[config.mk]
export PLATFORM = sky130hd
export DESIGN_NAME = half_adder
export DESIGN_NICKNAME = d
export VERILOG_FILES = /design/src/rtl/half_adder.sv
export SDC_FILE = /design/constraint.sdc
export NUM_CORES = 1
export LEC_CHECK = 0
export ABC_AREA = 1
export BUFFER_PORTS_ARGS = -buffer_cell sky130_fd_sc_hd__buf_2
export CORE_UTILIZATION = 59
export CTS_BUF_LIST = sky130_fd_sc_hd__clkbuf_4
export CTS_CLUSTER_SIZE = 30
export DETAILED_ROUTE_END_ITERATION = 16
export GPL_ROUTABILITY_DRIVEN = 0
export PLACE_DENSITY = 0.89
export RECOVER_POWER = 25
export SKIP_CTS_REPAIR_TIMING = 1
export SKIP_LAST_GASP = 1
export SLEW_MARGIN = 20
export SYNTH_ARGS = -nofsm -noshare
export SYNTH_HDL_FRONTEND = slang
export SYNTH_SLANG_ARGS = --single-unit
[constraint.sdc]
create_clock -name clk -period 2.1 [get_ports clk]
set_input_delay 0.63 -clock clk [delete_from_list [all_inputs] [get_ports clk]]
set_output_delay 0.63 -clock clk [all_outputs]
set_load 0.1 [all_outputs]
[src/rtl/half_adder.sv]
// half_adder: WIDTH independent bit-slice half adders with a combinational
// sum/carry path, a registered copy qualified by in_valid, and a saturating
// counter of accepted cycles that produced any carry.
module half_adder #(
  parameter int WIDTH = 1,
  parameter int CNT_W = 16
) (
  input  logic             clk,
  input  logic             rst,
  input  logic [WIDTH-1:0] a,
  input  logic [WIDTH-1:0] b,
  input  logic             in_valid,
  output logic [WIDTH-1:0] sum,
  output logic [WIDTH-1:0] carry,
  output logic [WIDTH-1:0] sum_q,
  output logic [WIDTH-1:0] carry_q,
  output logic             out_valid,
  output logic [CNT_W-1:0] carry_cnt
);

  // Saturating increment: sticks at all-ones instead of wrapping to zero.
  function automatic logic [CNT_W-1:0] sat_inc(input logic [CNT_W-1:0] val);
    logic [CNT_W-1:0] v_res;
    if (&val) begin
      v_res = val;
    end else begin
      v_res = val + CNT_W'(1);
    end
    return v_res;
  endfunction

  logic [WIDTH-1:0] w_sum;
  logic [WIDTH-1:0] w_carry;
  logic             w_any_carry;

  logic [WIDTH-1:0] r_sum_q;
  logic [WIDTH-1:0] r_carry_q;
  logic             r_out_valid;
  logic [CNT_W-1:0] r_carry_cnt;

  // Per-slice half adders; bitwise operators keep slices independent, so no
  // carry ever ripples from slice i into slice i+1.
  always_comb begin
    w_sum       = a ^ b;
    w_carry     = a & b;
    w_any_carry = |w_carry;
  end

  // Registered result: load on accepted cycles, otherwise hold.
  always_ff @(posedge clk or posedge rst) begin
    if (rst) begin
      r_sum_q   <= {WIDTH{1'b0}};
      r_carry_q <= {WIDTH{1'b0}};
    end else if (in_valid) begin
      r_sum_q   <= w_sum;
      r_carry_q <= w_carry;
    end else begin
      r_sum_q   <= r_sum_q;
      r_carry_q <= r_carry_q;
    end
  end

  // out_valid is in_valid delayed by exactly one cycle.
  always_ff @(posedge clk or posedge rst) begin
    if (rst) begin
      r_out_valid <= 1'b0;
    end else begin
      r_out_valid <= in_valid;
    end
  end

  // Count accepted cycles with any carry bit set, saturating at all-ones.
  always_ff @(posedge clk or posedge rst) begin
    if (rst) begin
      r_carry_cnt <= {CNT_W{1'b0}};
    end else if (in_valid && w_any_carry) begin
      r_carry_cnt <= sat_inc(r_carry_cnt);
    end else begin
      r_carry_cnt <= r_carry_cnt;
    end
  end

  assign sum       = w_sum;
  assign carry     = w_carry;
  assign sum_q     = r_sum_q;
  assign carry_q   = r_carry_q;
  assign out_valid = r_out_valid;
  assign carry_cnt = r_carry_cnt;

endmodule

---- Word-level counts from Yosys, hierarchy flattened ----
Cells that the tools add are included.
word-level totals
  register bits ........................... 19
  input bits .............................. 5
  output and inout bits ................... 21
  logic and storage cells ................. 11
cells by class
  $add $sub $neg .......................... 1
  bitwise operators ....................... 3
  reductions and logical operators ........ 3
operators with widths
  kind                   number
  $add 16x1->16 const B  1
  $reduce_and 16->1      1
  $reduce_and 2->1       1
  $and 1x1->1            1
  $logic_and 1x1->1      1
  $not 1->1              1
  $xor 1x1->1            1

---- Logic depth before layout (Yosys ltp) ----
  word-level depth ........................ 3
  gate-level depth with buffers ........... 9
  depth with buffers taken out ............ 8

---- Least setup slack after synthesis ----
No wires, ideal clock.
  path kind ............................... input-to-reg
  from .................................... input a
  to ...................................... register r_carry_cnt[15] (netlist: carry_cnt[15])
  setup time .............................. 0.122 ns
  arrival ................................. 2.211 ns
  data required time ...................... 1.978 ns
  setup slack ............................. -0.234 ns
  cell stages on the path ................. 8
  buffers on the path ..................... 0
  path through ............................ ha_1 nand2_1 nor2_1 nand2_1 nor2_1 nand2_1 nand2_1 nand2_1
on the way
  longest elaborated chain between the ends .. 3
RTL lines
  element                     line  RTL
  start: declaration          10    input logic [WIDTH-1:0] a,
  $and 1x1->1                 45    w_carry = a & b;
  $logic_and 1x1->1           76    end else if (in_valid && w_any_carry) begin
  $reduce_and 2->1 (no line)  -
  end signal: assignment      75    r_carry_cnt <= {CNT_W{1'b0}};
  end signal: assignment      77    r_carry_cnt <= sat_inc(r_carry_cnt);
  end signal: assignment      79    r_carry_cnt <= r_carry_cnt;
  end: declaration            39    logic [CNT_W-1:0] r_carry_cnt;
Every way passes these cells.
A chain may end at the register's enable or synchronous reset.

---- Final worst setup path ----
  from .................................... register r_carry_cnt[0] (netlist: carry_cnt[0])
  to ...................................... register r_carry_cnt[4] (netlist: carry_cnt[4])
on the way
  longest elaborated chain between the ends .. 3
  elaborated cells between the ends (all ways) .. 4
  classes of those cells .................. add/sub (1); bitwise (1); reduce/logical (2)
RTL lines
  element
  branches (longest 3 deep; another with $add 16x1->16)
Parallel ways; which one is timed is not known.

==> summary.md <==
| Metric | Value |
|---|---|
| Status | `completed` |
| Dpl ws | `0.150 ns` |
| Hold_ws | `0.313 ns` |
| Sequential Area | `478 sq um` |
| Clock transition at path regs | `0.11 ns` |
| IO Pins | `26` |
| Fmax | `518 MHz` |
| Die area | `2150 sq um` |
| Die X | `46.4 microns` |
| Most common library cells after synthesis | `nand2_1, dfrtp_1, nor2_1` |
| Vias in the first global route | `985` |
| # rows | `15` |
| First-pass GRT wire length | `4.14 mm` |
| 1st-iter DRT viols | `27` |
| Critical Path Fanout Max | `11` |
| Synth Area per Inst | `6.96 sq um` |
| Initial Util | `65.2%` |
| Clk_skew | `0.00198 ns` |
| CTS tree | `yes` |
| Post-synthesis sequential element count | `19` |
| CP cell instances | `ha_1 > nand3_2 > inv_2 > nand2_2 > nor2_1 > nor2_1 > nand2_1 > nand2_1` |
| Post-synth ARST share | `100%` |
| PortBufs | `25` |
| Initial antenna violation count | `0` |
| Via count | `1113` |
| Worst skew pair latency | `0.29 ns` |
| Cell Area, Synth | `1160 sq um` |
| Slew Limit Fails | `0` |
| Max stage delay cell, worst path | `nor2_1` |
| Buf+Inv Stages, Crit Path | `1` |
| Post-route setup TNS | `0 ns` |
| Period utilization | `92.0%` |
| Setup crit end kind | `flop` |
| Final WL | `2.51 mm` |
| Gr usage total | `27.1%` |
| Post-synthesis sequential area ratio | `40.9%` |
| Final Setup Violations | `0` |
| Drt wl/cell | `11.4 microns` |
| Maximum clock path buffer count | `2` |
| Lkg Pwr | `0.712 nW` |
| Psw | `537 uW` |
| Ys Warns | `0` |
| Pwr/cell area | `809 nW/um^2` |
| Synth top area share | `40.9%` |
| Slew headroom | `49.7%` |
| Crit path DAT | `2.17 ns` |
| # DRC | `0` |
| Critical path class | `reg2reg` |
| Core Footprint | `1780 sq um` |
| Min Tclk post-route | `1.93 ns` |
| Data required, critical path | `2.34 ns` |
| Clock power share | `18.2%` |
| CTS Root Cell | `clkbuf_4` |
| Max VDD drop | `0.919 mV` |
| Synth area leader | `dfrtp_1` |
| Die Span Y | `46.4 microns` |
| Slew @ Worst Pin | `0.751 ns` |
| Largest net degree at the start of global routing | `12` |
| Power, Total | `1.10 mW` |
| Unrepaired setup endpoints after global routing | `no` |
| Nets | `203` |
| Final hold violations | `0` |
| Number of synthesized flops with an enable pin | `0` |
| Global route overflow | `0` |
| CP max stage delay | `0.57 ns` |
| Worst setup margin | `0.169 ns` |
| # Max-Cap Violations | `0` |
| Mapped Cells | `167` |
| Area contributors post-synth | `dfrtp_1, nand2_1, nor2_1` |
| RR Startpoint | `carry_cnt[0]` |
| R2R Setup Slk | `0.17 ns` |
| Routed vias/inst | `5.06` |
| DPL Wire Length | `1.85 mm` |
| Filler instances | `132` |
| Combinational power share | `40.6%` |
| CTS H-Tree Depth | `1` |
| Post-route ant nets | `0` |
| Syn nets | `174` |
| CTS Buf Count | `3` |
| Levels on crit path | `8` |
| Most instantiated library cell after synthesis | `nand2_1` |
| R2R cell count | `8` |
| Top Family by Delay on Critical Path | `simple AND/OR/NAND/NOR gates` |
| N_diodes | `0` |
| Final Core Density | `76.5%` |
| Area of the multi-input gates | `607 sq um` |
| DRT Pass-1 Iters | `4` |
| Unique masters post-synth | `21` |
| Net Sw Frac | `48.7%` |
| P_int | `566 uW` |
| Hold Crit Class | `in2async` |
| Area grow syn2layout | `17.3%` |
| FF-to-FF End | `carry_cnt[4]` |
| Critical Path Start Type | `flop` |
| CTS Sinks | `19` |
| Layout cells sized above 1 | `21.5%` |
| Prevailing post-synth register cell | `dfrtp_1` |
| Sequential share of power | `41.2%` |
==> routing by layer <==
| layer | global-route usage, % | vias up | share of wire [%] |
|---|---|---|---|
| met5 | 0 | - | 0 |
| met4 | 9.41 | 0 | 0 |
| met3 | 4.31 | 0 | 3.8 |
| met2 | 45.6 | 32 | 50 |
| met1 | 34.6 | 510 | 46 |
| li1 | - | 571 | - |
==> cell type report <==
class	count	share of cell area, %
Clock buffer	4	2.20
Inverter	16	4.40
Multi-Input combinational cell	130	44.5
Sequential cell	19	35.0
Tap cell	25	2.29
Timing Repair Buffer	26	11.6
==> cells in the final DEF, fill, tap and decap left out <==
cell type  count
nand4_1        3
clkbuf_4       4
xor2_1         3
xnor2_1        1
dfrtp_1       17
nand3_2        1
o21ai_2        1
nand4_2        1
nor2_1        17
clkbuf_1       2
nor2_4         1
ha_2           1
inv_1         15
o21ai_0        1
mux2_2         1
nand2_1       80
nand3b_1       2
buf_2         22
inv_2          1
nor2b_1        1
ha_1           1
buf_12         2
dfrtp_2        2
nand3_1       10
nor2_2         3
nand2_2        2
==> flip-flops by register name, summed over array words and instances, names as in the netlist <==
name,flops
sum_q,1
out_valid,1
carry_cnt,16
carry_q,1
==> kinds of logic after synthesis <==
kind of cell               Yosys count  share of synthesized area (%)
adders and majority gates            2                           2.15
and+or+nand+nor                    121                           44.7
xor gates and xnor gates             4                           3.01
DFF                                 19                           40.9
muxes                                1                          0.969
AOI/OAI and AO/OA                    2                           1.18
buffers and inverters               18                           7.10
==> power by group through the flow <==
stage	Clock, mW	Sequential (mW)	Combinational (mW)
3_3_place_gp	0	0.459	0.441
6_report	0.201	0.455	0.448
2_1_floorplan	0	0.714	0.111
5_1_grt	0.222	0.461	0.464
3_5_place_dp	0	0.460	0.448
4_1_cts	0.204	0.452	0.449
==> metrics by stage <==
step	cell area [sq um]	cells
2_1_floorplan	1170	167
3_3_place_gp	1340	216
3_5_place_dp	1340	216
4_1_cts	1370	220
5_1_grt	1360	220
6_report	1360	220
==> worst max-delay path by stage <==
stage,startpoint,endpoint
after floorplan,a,carry_cnt[15]
after global placement,b,sum
after detailed placement,a,carry_cnt[4]
after CTS,carry_cnt[0],carry_cnt[4]
after global routing,carry_cnt[0],carry_cnt[4]
final,carry_cnt[0],carry_cnt[4]
Power figures use the tool's default switching activity.
